==> src/rtl/mersenne_pkg.sv <==
// Shared types and helpers for the Mersenne trial-factoring modpow controller.
package mersenne_pkg;

  typedef enum logic [2:0] {
    S_IDLE   = 3'd0,
    S_CHECK  = 3'd1,
    S_MUL    = 3'd2,
    S_ISSUE  = 3'd3,
    S_ARM    = 3'd4,
    S_WAIT   = 3'd5,
    S_NEXT   = 3'd6,
    S_FINISH = 3'd7
  } state_t;

  localparam logic ERR_FLAG = 1'b1;

  // Divider operand width: holds (r*r) << 1 for any r < 2^width.
  function automatic int divw_of(input int width);
    return 2 * width + 1;
  endfunction

endpackage

==> src/rtl/mersenne_modpow_ctrl_if.sv <==
// Controller-to-divider bus for the shift-and-subtract modulo divider.
interface mersenne_modpow_ctrl_if #(
  parameter int DIVW = 65
);
  // div_start is a one-cycle pulse, only ever raised while div_finished is high;
  // div_numerator/div_denominator stay stable until div_finished returns high,
  // at which point div_remainder holds numerator mod denominator.
  logic            div_start;
  logic [DIVW-1:0] div_numerator;
  logic [DIVW-1:0] div_denominator;
  logic [DIVW-1:0] div_remainder;
  logic            div_finished;

  modport master (
    output div_start, div_numerator, div_denominator,
    input  div_remainder, div_finished
  );

  modport slave (
    input  div_start, div_numerator, div_denominator,
    output div_remainder, div_finished
  );
endinterface

==> src/rtl/mersenne_modpow_ctrl.sv <==
// Sequences 2^P mod Q by left-to-right square-and-double through an external
// modulo divider and flags whether Q divides 2^P - 1.
module mersenne_modpow_ctrl
  import mersenne_pkg::*;
#(
  parameter int WIDTH = 32,
  parameter int EXPW  = 32,
  parameter int DIVW  = divw_of(WIDTH)
) (
  input  logic                    sys_clk,
  input  logic                    sys_rst,
  input  logic                    start,
  input  logic [EXPW-1:0]         exponent,
  input  logic [WIDTH-1:0]        candidate,
  output logic                    busy,
  output logic                    done,
  output logic [WIDTH-1:0]        result,
  output logic                    is_factor,
  output logic                    err,
  output state_t                  state_dbg,
  mersenne_modpow_ctrl_if.master  div
);

  localparam int IW = (EXPW > 1) ? $clog2(EXPW) : 1;

  state_t            state_q, state_d;
  logic [EXPW-1:0]   p_q, p_d;
  logic [WIDTH-1:0]  q_q, q_d;
  logic [WIDTH-1:0]  r_q, r_d;
  logic [IW-1:0]     idx_q, idx_d;
  logic [DIVW-1:0]   num_q, num_d;
  logic              div_start_q, div_start_d;
  logic              busy_q, busy_d;
  logic              done_q, done_d;
  logic [WIDTH-1:0]  result_q, result_d;
  logic              is_factor_q, is_factor_d;
  logic              err_q, err_d;
  logic [2*WIDTH-1:0] sq;

  assign sq = {{WIDTH{1'b0}}, r_q} * {{WIDTH{1'b0}}, r_q};

  always_comb begin
    state_d     = state_q;
    p_d         = p_q;
    q_d         = q_q;
    r_d         = r_q;
    idx_d       = idx_q;
    num_d       = num_q;
    div_start_d = 1'b0;
    busy_d      = busy_q;
    done_d      = 1'b0;
    result_d    = result_q;
    is_factor_d = is_factor_q;
    err_d       = err_q;
    case (state_q)
      S_IDLE: begin
        if (start) begin
          p_d         = exponent;
          q_d         = candidate;
          r_d         = {{(WIDTH-1){1'b0}}, 1'b1};
          idx_d       = IW'(EXPW - 1);
          busy_d      = 1'b1;
          result_d    = '0;
          is_factor_d = 1'b0;
          err_d       = 1'b0;
          state_d     = S_CHECK;
        end
      end
      S_CHECK: begin
        // Q of 0 or 1 has a fixed answer; the divider is never touched.
        if (q_q == '0) begin
          err_d    = ERR_FLAG;
          result_d = '0;
          state_d  = S_FINISH;
        end else if (q_q == {{(WIDTH-1){1'b0}}, 1'b1}) begin
          result_d = '0;
          state_d  = S_FINISH;
        end else begin
          state_d  = S_MUL;
        end
      end
      S_MUL: begin
        num_d   = DIVW'(sq) << p_q[idx_q];
        state_d = S_ISSUE;
      end
      S_ISSUE: begin
        // A divider left running by a mid-job reset must drain first.
        if (div.div_finished) begin
          div_start_d = 1'b1;
          state_d     = S_ARM;
        end
      end
      S_ARM: state_d = S_WAIT;
      S_WAIT: begin
        if (div.div_finished) begin
          r_d     = div.div_remainder[WIDTH-1:0];
          state_d = S_NEXT;
        end
      end
      S_NEXT: begin
        if (idx_q == '0) begin
          result_d = r_q;
          state_d  = S_FINISH;
        end else begin
          idx_d    = idx_q - 1'b1;
          state_d  = S_MUL;
        end
      end
      S_FINISH: begin
        is_factor_d = !err_q && (result_q == {{(WIDTH-1){1'b0}}, 1'b1});
        done_d      = 1'b1;
        busy_d      = 1'b0;
        state_d     = S_IDLE;
      end
      default: state_d = S_IDLE;
    endcase
  end

  always_ff @(posedge sys_clk or posedge sys_rst) begin
    if (sys_rst) begin
      state_q     <= S_IDLE;
      p_q         <= '0;
      q_q         <= '0;
      r_q         <= '0;
      idx_q       <= IW'(EXPW - 1);
      num_q       <= '0;
      div_start_q <= 1'b0;
      busy_q      <= 1'b0;
      done_q      <= 1'b0;
      result_q    <= '0;
      is_factor_q <= 1'b0;
      err_q       <= 1'b0;
    end else begin
      state_q     <= state_d;
      p_q         <= p_d;
      q_q         <= q_d;
      r_q         <= r_d;
      idx_q       <= idx_d;
      num_q       <= num_d;
      div_start_q <= div_start_d;
      busy_q      <= busy_d;
      done_q      <= done_d;
      result_q    <= result_d;
      is_factor_q <= is_factor_d;
      err_q       <= err_d;
    end
  end

  assign busy                = busy_q;
  assign done                = done_q;
  assign result              = result_q;
  assign is_factor           = is_factor_q;
  assign err                 = err_q;
  assign state_dbg           = state_q;
  assign div.div_start       = div_start_q;
  assign div.div_numerator   = num_q;
  assign div.div_denominator = DIVW'(q_q);

endmodule

==> src/flat_wrapper.sv <==
// flat-port wrapper written by rule: the top's interface ports become plain ports
module mersenne_modpow_ctrl_flat import mersenne_pkg::*;
#(
  parameter int WIDTH = 32,
  parameter int EXPW  = 32,
  parameter int DIVW  = divw_of(WIDTH)
)
  (sys_clk, sys_rst, start, exponent, candidate, busy, done, result, is_factor, err, state_dbg, div_div_start, div_div_numerator, div_div_denominator, div_div_remainder, div_div_finished);
  mersenne_modpow_ctrl_if #(.DIVW(DIVW)) div_i ();
  input  logic sys_clk;
  input  logic sys_rst;
  input  logic start;
  input  logic [EXPW-1:0] exponent;
  input  logic [WIDTH-1:0] candidate;
  output logic busy;
  output logic done;
  output logic [WIDTH-1:0] result;
  output logic is_factor;
  output logic err;
  output state_t state_dbg;
  output wire logic [$bits(div_i.div_start)-1:0] div_div_start;
  output wire logic [$bits(div_i.div_numerator)-1:0] div_div_numerator;
  output wire logic [$bits(div_i.div_denominator)-1:0] div_div_denominator;
  input wire logic [$bits(div_i.div_remainder)-1:0] div_div_remainder;
  input wire logic [$bits(div_i.div_finished)-1:0] div_div_finished;
  assign div_div_start = div_i.div_start;
  assign div_div_numerator = div_i.div_numerator;
  assign div_div_denominator = div_i.div_denominator;
  assign div_i.div_remainder = div_div_remainder;
  assign div_i.div_finished = div_div_finished;
  mersenne_modpow_ctrl #(.WIDTH(WIDTH), .EXPW(EXPW), .DIVW(DIVW)) u_core (.sys_clk(sys_clk), .sys_rst(sys_rst), .start(start), .exponent(exponent), .candidate(candidate), .busy(busy), .done(done), .result(result), .is_factor(is_factor), .err(err), .state_dbg(state_dbg), .div(div_i));
endmodule
==> config.mk <==
export PLATFORM = sky130hd
export DESIGN_NAME = mersenne_modpow_ctrl_flat
export DESIGN_NICKNAME = d
export VERILOG_FILES = /design/src/rtl/mersenne_pkg.sv /design/src/rtl/mersenne_modpow_ctrl_if.sv /design/src/rtl/mersenne_modpow_ctrl.sv /design/src/flat_wrapper.sv
export SDC_FILE = /design/constraint.sdc
export NUM_CORES = 2
export LEC_CHECK = 0
export BUFFER_PORTS_ARGS = -buffer_cell sky130_fd_sc_hd__buf_4
export CAP_MARGIN = 10
export CORE_MARGIN = 3
export CORE_UTILIZATION = 63
export CTS_CLUSTER_SIZE = 24
export DETAILED_ROUTE_END_ITERATION = 8
export PLACE_DENSITY = 0.95
export SYNTH_ARGS = -nofsm -noshare
export SYNTH_HDL_FRONTEND = slang
export SYNTH_SLANG_ARGS = --single-unit
==> constraint.sdc <==
create_clock -name sys_clk -period 8.6 [get_ports sys_clk]
set_clock_uncertainty 0.1 [all_clocks]
set_input_delay 0.43 -clock sys_clk [delete_from_list [all_inputs] [get_ports sys_clk]]
set_output_delay 0.43 -clock sys_clk [all_outputs]
set_load 0.05 [all_outputs]
==> flow_summary.yaml <==
layout:
  fin_util: 0.708
  layout_commonest_cell: "fa_1"
  nets: 5133
  drive_above_1_share: 0.127
  synthToLayoutAreaGrowth_pct: 10.8
  design_area_um2: 40900
  most-common-layout-cells: "fa_1 (802), inv_1 (690), nand2_1 (540)"
  final_cells: 4708
worst_hold_path:
  hp-class: "in -> async"
drt:
  dr.pass1.iters: 9
  routed_wl_um: 121000
  post_drt_via_cell_ratio: 6.47
  drc: 34
  antenna_left: 0
  first_iter_violations: 3603
  wl_per_cell_um: 25.6
  via_count: 30500
cts:
  numCtsBuffers: 22
  cts_max_level: 1
  root_buffer: "clkbuf_16"
  clkTransAtPathRegs_ps: 70
  cts_tree: "yes"
  clock_sinks: 206
  clock_latency_ps: 580
  cts.path.max_buffers: 3
worst_setup_path:
  cpMostUsedCell: "fa_1"
  r2r_start: "u_core.r_q[22]"
  reg2regPathDepth: 22
  endpoint_kind: "flip-flop"
  worst_path_largest_cell_delay_ps: 720
  crit_path_start_kind: "flip-flop"
  crit_arrival_ps: 9030
  critical_path.top_delay_family: "adder cells"
  crit_chain: "buf_4, nand2_1, fa_1, fa_1, fa_1, fa_1, fa_1, fa_1, fa_1, fa_1, inv_1, ha_1, nand4_1, nor2_1, a21oi_1, o211ai_1, a221oi_1, a21oi_1, nor2_1, o21ai_1, mux2_2, a221o_1"
  worstPathRequired_ps: 8950
  regToRegSetupSlack_ps: -90
  reg2reg_to: "u_core.div.div_numerator[61]"
  cp_max_fo: 18
  crit_path_top_delay_cell: "fa_1"
  worst-setup-path-type: "reg -> reg"
  crit_buf_inv: 2
timing:
  hold_viol_final: 11
  setup_ws_ps: -85.0
  setup-tns-final_ps: -85.0
  min_period_over_period: 1.01
  final-setup-viol-count: 1
  tightest_slew_ps: 1150
  slew_viol_final: 0
  maxSlewHeadroom: 0.228
  fin_hold_ws_ps: -27.0
  fin_crit_ps: 8690
  fmax_mhz: 115
run_status:
  status: "finished with violations"
  violations: "design-rule violations, negative hold slack, negative setup slack"
synth:
  synthFlopType: "dfrtp_1"
  netlist_area_um2: 36900
  synthAdderAreaFrac: 0.528
  synth_area_per_cell_um2: 9.94
  synth-async-reset-ratio: 1.00
  synth-simple-area-share: 0.120
  synth_top_family_by_area: "adder cells"
  synth-xor-area-share: 0.0183
  synth-seq-cells: 206
  synth_seq_area_share: 0.140
  synthMuxAreaShare: 0.0356
  netlist_instances: 3713
  synth-edff-count: 0
  synth-compound-area-share: 0.0622
  synth_cell_types: 71
  synth_warnings: 0
pwr:
  pwr-share-comb: 0.639
  clkPwrFrac: 0.133
  p_int_mw: 3.56
  leakage_nw: 17.2
  power_density_nw_per_um2: 193
  pwr-share-seq: 0.227
  max-vdd-ir-drop_uv: 334
  switching_share: 0.550
  p_switching_mw: 4.35
placement:
  post-dp-hpwl_um: 89700
  port_buffers: 236
  pre_cts_ws_ps: 89.9
  dp.cells: 4620
  place_congestion: 1.04
  place_area_um2: 39600
grt:
  grt_use_total: 0.404
  grt_overflow_total: 0
  grt_start_max_net_pins: 135
  grt_pass1_vias: 34500
  grt_pass1_wl_um: 188000
  grt_antenna_before_repair: 4
floorplanning:
  die_y_um: 248
  core-area_um2: 57800
  die_x_um: 248
  rows: 88
  io_pins: 303
  die-area_um2: 61500
  start_util: 0.639
run:
  maxCapViolations: 0
final cells by class:
| class | count | area (um2) |
|---|---|---|
| multi-input cells | 2628 | 28400 |
| fillers | 3497 | 16900 |
| flip-flops and latches | 206 | 5190 |
| repair buffers | 373 | 2990 |
| inverters | 694 | 2620 |
| well taps | 765 | 957 |
| clock buffers | 27 | 589 |
| clock inverters | 13 | 170 |
| diodes | 2 | 5.00 |
state kept, by name, indices dropped and copies added (netlist names):
register,flops
u_core.is_factor,1
u_core.div.div_numerator,65
u_core.err,1
u_core.p_q,32
u_core.q_q,32
u_core.busy,1
u_core.state_dbg,3
u_core.result,32
u_core.done,1
u_core.div.div_start,1
u_core.idx_q,5
u_core.r_q,32
through the flow:
stage,power (mW),hold WS (ps)
finish,7.91,-27.0
global route,8.17,7.68
CTS,7.59,1.19
detailed placement,6.46,378
global placement,6.22,353
floorplan,4.76,374
cell usage after synthesis (5+ instances only):
cell | number | area (um2)
a21boi_0 | 7 | 52.6
a21o_1 | 30 | 225
a21oi_1 | 95 | 475
a22oi_1 | 10 | 75.1
a31oi_1 | 16 | 100
a41oi_1 | 5 | 43.8
and2_1 | 192 | 1200
and3_1 | 18 | 113
buf_2 | 9 | 45.0
buf_4 | 33 | 248
clkbuf_1 | 171 | 642
dfrtp_1 | 201 | 5030
dfstp_2 | 5 | 131
fa_1 | 802 | 16100
ha_1 | 273 | 3420
inv_1 | 692 | 2600
mux2_2 | 69 | 777
mux2i_1 | 29 | 290
mux4_2 | 10 | 225
nand2_1 | 541 | 2030
nand3_1 | 58 | 290
nand4_1 | 22 | 138
nor2_1 | 66 | 248
nor2b_1 | 11 | 68.8
nor3_1 | 14 | 70.1
nor4_1 | 13 | 81.3
o211ai_1 | 17 | 128
o21a_1 | 10 | 75.1
o21ai_0 | 115 | 576
o21ai_1 | 6 | 30.0
o21bai_1 | 8 | 60.1
o31ai_1 | 13 | 97.6
xnor2_1 | 49 | 429
xor2_1 | 28 | 245
logic make-up (layout without fill, tap and decap cells):
family,Yosys count,count (layout)
other cells,1,35
xor+xnor,77,77
flops,206,206
mux,109,109
buf+inv,911,1107
fa+ha+maj,1077,1077
simple gates,960,960
compound gates,372,372
worst reg2reg max path, stage by stage (launching register included):
cell	delay, ps
dfrtp_1	670
buf_4	390
nand2_1	170
fa_1	540
fa_1	540
fa_1	720
fa_1	500
fa_1	500
fa_1	550
fa_1	440
fa_1	510
inv_1	50
ha_1	430
nand4_1	190
nor2_1	270
a21oi_1	130
o211ai_1	220
a221oi_1	180
a21oi_1	370
nor2_1	150
o21ai_1	250
mux2_2	390
a221o_1	310
what timing repair did:
| item | in CTS | in global routing |
|---|---|---|
| hold buffers | 36 | 3 |
| hold endpoints to repair | 36 | 3 |
| setup endpoints to repair | 0 | 30 |
| resized for setup | 0 | 38 |
| buffers inserted | 0 | 7 |
power by group through the flow:
stage | Clock, mW | Combinational [mW] | Sequential, mW
after floorplan | 0 | 2.52 | 2.23
after global placement | 0 | 4.53 | 1.69
after detailed placement | 0 | 4.75 | 1.72
after CTS | 1.03 | 4.84 | 1.72
after global routing | 1.08 | 5.29 | 1.80
final | 1.05 | 5.06 | 1.80
per-layer routing:
| metal | track usage | up-vias | share of wire |
|---|---|---|---|
| li1 | - | 11800 | - |
| met1 | 0.430 | 14800 | 0.29 |
| met2 | 0.650 | 2715 | 0.46 |
| met3 | 0.138 | 1158 | 0.13 |
| met4 | 0.335 | 2 | 0.11 |
| met5 | 0 | - | 0.00019 |
worst max path at each step:
stage                                         to           start  slack, ps  depth (start not counted)
finish              u_core.div.div_numerator[61]  u_core.r_q[22]        -90                         22
global route        u_core.div.div_numerator[61]   u_core.r_q[4]        -60                         26
CTS                 u_core.div.div_numerator[63]   u_core.r_q[2]         30                         26
detailed placement  u_core.div.div_numerator[61]  u_core.r_q[18]         90                         23
global placement    u_core.div.div_numerator[61]   u_core.r_q[4]        260                         28
floorplan           u_core.div.div_numerator[61]   u_core.r_q[4]        830                         27
Note: power is estimated with default switching activity, not from simulation.
